**config.mk**
```make
export PLATFORM = sky130hd
export DESIGN_NAME = crc32_stream_engine
export DESIGN_NICKNAME = d
export VERILOG_FILES = /design/src/rtl/crc32_stream_engine.sv
export SDC_FILE = /design/constraint.sdc
export NUM_CORES = 1
export LEC_CHECK = 0
export CAP_MARGIN = 40
export CORE_UTILIZATION = 32
export DETAILED_ROUTE_END_ITERATION = 6
export PLACE_DENSITY = 0.48
export SLEW_MARGIN = 10
export SYNTH_ARGS = -nofsm -noshare
export SYNTH_HDL_FRONTEND = slang
export SYNTH_SLANG_ARGS = --single-unit
export TNS_END_PERCENT = 20
```
**constraint.sdc**
```tcl
create_clock -name clk -period 7.93 [get_ports clk]
set_input_delay 1.586 -clock clk [delete_from_list [all_inputs] [get_ports clk]]
set_output_delay 1.586 -clock clk [all_outputs]
set_load 0.005 [all_outputs]
```
**src/rtl/crc32_stream_engine.sv**
```systemverilog
// crc32_stream_engine: streaming byte-lane CRC-32 with running accumulator and registered frame result
module crc32_stream_engine #(
  parameter int unsigned DATA_BYTES = 4,
  parameter logic [31:0] POLY = 32'h04C11DB7,
  parameter logic [31:0] INIT = 32'hFFFFFFFF,
  parameter logic [31:0] XOR_OUT = 32'hFFFFFFFF,
  parameter logic REFLECT = 1'b1
) (
  input  logic                    clk,
  input  logic                    rst,
  input  logic                    s_valid,
  output logic                    s_ready,
  input  logic [8*DATA_BYTES-1:0] s_data,
  input  logic [DATA_BYTES-1:0]   s_keep,
  input  logic                    s_last,
  output logic                    m_valid,
  input  logic                    m_ready,
  output logic [31:0]             m_crc,
  output logic [15:0]             m_len
);
  logic [31:0] crc_q, crc_next;
  logic [15:0] len_q, len_next;
  logic [16:0] len_sum;
  logic [3:0] cnt;
  logic take;
  function automatic logic [31:0] rev32(input logic [31:0] v);
    logic [31:0] r;
    for (int i = 0; i < 32; i++) r[i] = v[31-i];
    return r;
  endfunction
  // crc_q is kept bit-reversed relative to the normal form, so REFLECT=0 works on rev32(crc_q)
  function automatic logic [31:0] upd(input logic [31:0] c, input logic [7:0] b);
    logic [31:0] r;
    r = REFLECT ? c ^ {24'd0, b} : rev32(c) ^ {b, 24'd0};
    for (int k = 0; k < 8; k++)
      r = REFLECT ? (r >> 1) ^ (r[0] ? rev32(POLY) : 32'd0)
                  : (r << 1) ^ (r[31] ? POLY : 32'd0);
    return REFLECT ? r : rev32(r);
  endfunction
  assign s_ready = !m_valid || m_ready;
  assign take = s_valid && s_ready;
  always_comb begin
    crc_next = crc_q;
    cnt = '0;
    for (int i = 0; i < int'(DATA_BYTES); i++) begin
      crc_next = s_keep[i] ? upd(crc_next, s_data[8*i +: 8]) : crc_next;
      cnt = cnt + 4'(s_keep[i]);
    end
    len_sum = {1'b0, len_q} + 17'(cnt);
    len_next = len_sum[16] ? 16'hFFFF : len_sum[15:0];
  end
  always_ff @(posedge clk) begin
    if (rst) begin
      crc_q <= INIT;
      len_q <= '0;
      m_valid <= 1'b0;
      m_crc <= '0;
      m_len <= '0;
    end else begin
      if (m_valid && m_ready) m_valid <= 1'b0;
      if (take) begin
        crc_q <= s_last ? INIT : crc_next;
        len_q <= s_last ? 16'd0 : len_next;
        if (s_last) begin
          m_valid <= 1'b1;
          m_crc <= (REFLECT ? crc_next : rev32(crc_next)) ^ XOR_OUT;
          m_len <= len_next;
        end
      end
    end
  end
endmodule

```
### Yosys cells after proc, flatten, opt, wreduce, memory -nomap -nowiden

Cells that the tools add are included.

* bits in latches: 0
* bits in registers: 97
* bits in read-only memories: 0
* bits of input ports: 41
* logic and storage cells: 93
* output and inout bits: 50
* memory bits (writable): 0
* memories: 0

* $add $sub $neg: 4
* $mul: 0
* shift operators: 0
* $lt $le $gt $ge: 0
* div/mod/pow operators: 0
* reductions and logical operators: 5
* mux-type cells: 42
* bitwise gates (word level): 37
* equality and inequality tests: 0

Operator list (number)
* 32-bit 2-to-1 mux: 37
* 31-bit by 32-bit XOR with 32-bit output: 32
* 32-bit by 8-bit XOR with 32-bit output: 4
* 16-bit 2-to-1 mux: 2
* 32-bit inverter: 1
* 16-bit by 4-bit adder with 17-bit output: 1
* 4-bit by 1-bit adder with 4-bit output: 1
* 2-bit by 1-bit adder with 3-bit output: 1
* 1-bit 2-to-1 mux: 3
* 1-bit by 1-bit adder with 2-bit output: 1
* 1-bit logical AND: 2
* 2-bit AND reduction: 1
* 1-bit logical NOT: 1
* 1-bit logical OR: 1

### Logic depth before layout (Yosys ltp)

* depth after elaboration: 73
* mapped depth: 18
* gate-level depth less buffers: 16

### Worst setup path after synthesis

No wires, ideal clock.

* kind: input-to-reg
* start point: input s_data[0]
* end point: register m_crc[21]
* library setup time: 0.116 ns
* stages on the path: 15
* data required time: 7.814 ns
* setup slack: 1.722 ns
* path buffers: 0
* data arrival time: 6.092 ns
* cell sequence: xnor2_1 xnor3_1 a21oi_2 xnor2_2 xnor3_1 xor2_1 a211o_1 nand2_1 xnor3_1 a21o_1 xor2_2 xnor2_1 xnor3_1 nand2b_1 a31o_2

* longest elaborated chain between the ends: 46
* elaborated cells between the ends (all ways): 60
* those cells by class: mux (23); bitwise (37)

Ends and longest elaborated chain
* from (decl): line 13 `input logic [8*DATA_BYTES-1:0] s_data,`
* 32-bit by 8-bit XOR with 32-bit output (*): line 34 `r = REFLECT ? c ^ {24'd0, b} : rev32(c) ^ {b, 24'd0};`
* 32-bit 2-to-1 mux (*): line 36 `r = REFLECT ? (r >> 1) ^ (r[0] ? rev32(POLY) : 32'd0)`
* 31-bit by 32-bit XOR with 32-bit output (*) (6 in series): line 36
* 32-bit 2-to-1 mux or 31-bit by 32-bit XOR with 32-bit output (tied branches): line 36
* 31-bit by 32-bit XOR with 32-bit output (*) (2 in series): line 36
* 32-bit 2-to-1 mux (*): line 46 `crc_next = s_keep[i] ? upd(crc_next, s_data[8*i +: 8]) : crc_next;`
* 32-bit by 8-bit XOR with 32-bit output or 31-bit by 32-bit XOR with 32-bit output (tied branches): line 34, 36
* 31-bit by 32-bit XOR with 32-bit output or 32-bit 2-to-1 mux (tied branches) (2 in series): line 36
* (+20 left out)
* 31-bit by 32-bit XOR with 32-bit output or 32-bit 2-to-1 mux (tied branches): line 36
* 31-bit by 32-bit XOR with 32-bit output (3 in series): line 36
* 32-bit 2-to-1 mux or 31-bit by 32-bit XOR with 32-bit output (tied branches): line 36
* 31-bit by 32-bit XOR with 32-bit output (2 in series): line 36
* 31-bit by 32-bit XOR with 32-bit output or 32-bit 2-to-1 mux (tied branches): line 36
* 31-bit by 32-bit XOR with 32-bit output: line 36
* 32-bit 2-to-1 mux (*): line 46
* 32-bit inverter (no source line) (*)
* to (signal assigned): line 66 `m_crc <= (REFLECT ? crc_next : rev32(crc_next)) ^ XOR_OUT;`
* to (decl): line 18 `output logic [31:0] m_crc,`

Mark *: on every way between the ends. The rest lies on a longest branch, timed or not.
A chain may end at the register's enable or synchronous reset.

### Worst setup path after layout

* start point: input s_data[0]
* end point: register m_crc[18]

* longest elaborated chain between the ends: 47
* elaborated cells between the ends (all ways): 61
* those cells by class: mux (24); bitwise (37)

Ends and longest elaborated chain (line)
* 32-bit by 8-bit XOR with 32-bit output (*): 34
* 32-bit 2-to-1 mux (*): 36
* 31-bit by 32-bit XOR with 32-bit output (*) (6 in series): 36
* 32-bit 2-to-1 mux: 36
* 31-bit by 32-bit XOR with 32-bit output (*) (2 in series): 36
* 32-bit 2-to-1 mux (*): 46
* 32-bit by 8-bit XOR with 32-bit output: 34
* 31-bit by 32-bit XOR with 32-bit output (4 in series): 36
* (+16 left out)
* 32-bit 2-to-1 mux (*): 46
* 32-bit by 8-bit XOR with 32-bit output: 34
* 32-bit 2-to-1 mux: 36
* 31-bit by 32-bit XOR with 32-bit output (6 in series): 36
* 32-bit 2-to-1 mux: 36
* 31-bit by 32-bit XOR with 32-bit output (2 in series): 36
* 32-bit 2-to-1 mux (*): 46
* 32-bit inverter (no source line) (*)

Marked as above.

==> results.py <==
metrics = {
    "placed_design": {
        "hpwl_mm": 24.7,
        "gp_congestion": 0.893,
        "dp_slack_ns": 0.235,
        "io_buffers": 90,
    },
    "floorplanning": {
        "dieArea_um2": 30200,
        "core_um2": 28900,
        "initial_core_util_pct": 32.7,
        "num_rows": 62,
        "die_h_um": 174,
        "io_pins": 91,
        "chipWidth_um": 174,
    },
    "route": {
        "met3_length_mm": 1.24,
        "num_vias": 7884,
        "ant_nets": 0,
        "wire_per_inst_um": 20.6,
        "via_per_inst": 5.16,
        "routed.top_layer": "met4",
        "met2_length_mm": 14.2,
        "wirelength_mm": 31.5,
        "wl_met1_mm": 15.3,
        "dr.pass1.iters": 7,
        "drtIter0Drc": 631,
        "drc": 0,
    },
    "timing": {
        "setup_viol": 0,
        "maxSlewHeadroom_pct": 47.8,
        "hold_viol": 0,
        "slew_viol_final": 0,
        "layout_setup_ws_ns": 0.572,
        "clock.fmax_ghz": 0.136,
        "clock_skew_ns": 0.0123,
        "fin_crit_ns": 7.36,
        "tightestPinTransition_ns": 0.783,
        "min_period_over_period_pct": 92.8,
        "grt_setup_unrepaired": "no",
    },
    "final_layout": {
        "syn_to_final_growth_pct": 17.6,
        "layout_common_cells": "xnor2_1 (136), nor2_1 (130), dfxtp_1 (97), a21oi_1 (86), clkdlybuf4s50_1 (85)",
        "drive_gt1_share_pct": 8.65,
        "final_nets": 1189,
        "diodes": 0,
        "final_common_cell": "xnor2_1",
    },
    "hold_path": {
        "min_path_type": "flip-flop to flip-flop",
    },
    "synth": {
        "syn_inst": 1071,
        "yosys_most_used_dff": "dfxtp_1",
        "syn_avg_cell_area_um2": 8.82,
        "ys_types": 62,
        "ys_ff_latch": 97,
        "synth-seq-area-share_pct": 20.5,
        "syn-cell-area_um2": 9450,
        "async_flop_share_pct": 0,
        "synth_edf_count": 0,
        "synth_nets": 1119,
        "yosysWarnings": 0,
    },
    "cts": {
        "cts_max_level": 3,
        "clk_pin_slew_ns": 0.07,
        "clk_latency_ns": 0.34,
        "clockRootBuffer": "clkbuf_16",
        "hold_buffers": 0,
        "post_cts_buffers": 0,
        "clk_path_buf_depth": 2,
        "clock_sinks": 97,
        "cts_tree": "built",
        "cts_resized": 0,
        "cts_inserted_buffers": 9,
    },
    "global_routing": {
        "grt-ovfl-total": 0,
        "grt_usage_pct": 20.9,
        "antenna_found_initial": 0,
        "grt_pass1_wl_mm": 47.5,
        "grt_max_degree": 75,
        "grt_pass1_vias": 7411,
    },
    "worst_setup_path": {
        "path_max_fanout": 6,
        "crit_type": "input port to flip-flop",
        "worstPathArrival_ns": 7.63,
        "worst_setup_path_end_kind": "flip-flop",
        "cp-start-kind": "input port",
        "required_ns": 8.20,
    },
    "flow_run": {
        "drv_cap": 0,
    },
    "outcome": {
        "status": "finished clean",
    },
}
==> cell type report <==
type,count,area (µm²)
Sequential cell,97,1940
Tap cell,384,480
Multi-Input combinational cell,897,7220
Inverter,10,37.5
Clock buffer,10,229
Clock inverter,5,65.1
Fill cell,2970,17700
Timing Repair Buffer,126,1140
==> cells by family after synthesis <==
logic type | after synthesis | share of synthesized area, %
simple gates | 318 | 15.4
xor+xnor | 270 | 36.3
compound gates | 230 | 15.5
flops | 97 | 20.5
buf+inv | 77 | 3.14
mux | 72 | 8.01
fa+ha+maj | 7 | 1.09
==> layer usage <==
layer	track usage, %	vias up
met2	32.9	210
met3	1.75	28
met4	6.25	0
li1	-	3883
met1	30.2	3763
met5	0	-
==> critical path, stage by stage <==
cell,delay [ns]
clkdlybuf4s50_1,0.54
xor2_1,0.54
xnor3_1,0.45
mux2i_1,0.51
xnor2_1,0.24
buf_4,0.23
xnor2_2,0.33
xor3_1,0.35
mux2_2,0.32
nand2_2,0.15
xnor2_1,0.24
mux2i_1,0.42
xor3_2,0.56
xnor2_4,0.32
xnor3_1,0.39
a211o_1,0.29
a21oi_1,0.13
==> synth_stat cells (11+ instances only) <==
| master | n | area share, % |
|---|---|---|
| mux2i_1 | 61 | 6.5 |
| o21ai_0 | 34 | 1.8 |
| a31oi_1 | 11 | 0.73 |
| a21oi_1 | 86 | 4.6 |
| a211o_1 | 14 | 1.3 |
| a211oi_1 | 23 | 1.8 |
| nand3_1 | 14 | 0.74 |
| o211ai_1 | 14 | 1.1 |
| nor2_1 | 130 | 5.2 |
| xnor2_1 | 136 | 13 |
| nor3_1 | 30 | 1.6 |
| nand2_1 | 79 | 3.1 |
| dfxtp_1 | 97 | 21 |
| clkbuf_1 | 52 | 2.1 |
| xnor3_1 | 52 | 12 |
| xor2_1 | 54 | 5.0 |
==> worst paths after layout <==
| kind | start | endpoint | slack, ns | depth (start not counted) |
|---|---|---|---|---|
| worst max-delay path | s_data[0] | m_crc[18] | 0.57 | 17 |
| worst min-delay path | m_len[11] | m_len[11] | 0.46 | 2 |
| worst max register to register | crc_q[0] | m_crc[18] | 1.85 | 16 |
| worst min register to register | m_len[11] | m_len[11] | 0.46 | 2 |
==> registers in the layout (all words and copies together), names as in the netlist <==
name,count
m_valid,1
len_q,16
m_len,16
m_crc,32
crc_q,32
==> per-stage QoR <==
| stage | hold slack [ns] | setup TNS (ns) | std cells | cell area, µm² | util [%] |
|---|---|---|---|---|---|
| floorplan | 0.436 | 0 | 1071 | 9450 | - |
| global placement | 0.446 | -0.139 | 1510 | 10800 | 37.4 |
| detailed placement | 0.452 | 0 | 1514 | 10800 | 37.5 |
| CTS | 0.464 | 0 | 1529 | 11100 | 38.5 |
| global route | 0.481 | 0 | 1529 | 11100 | 38.5 |
| finish | 0.460 | 0 | 1529 | 11100 | 38.5 |
Power is not shown: default switching activity piles up to over one toggle a cycle in this logic, so the estimate is an artifact.
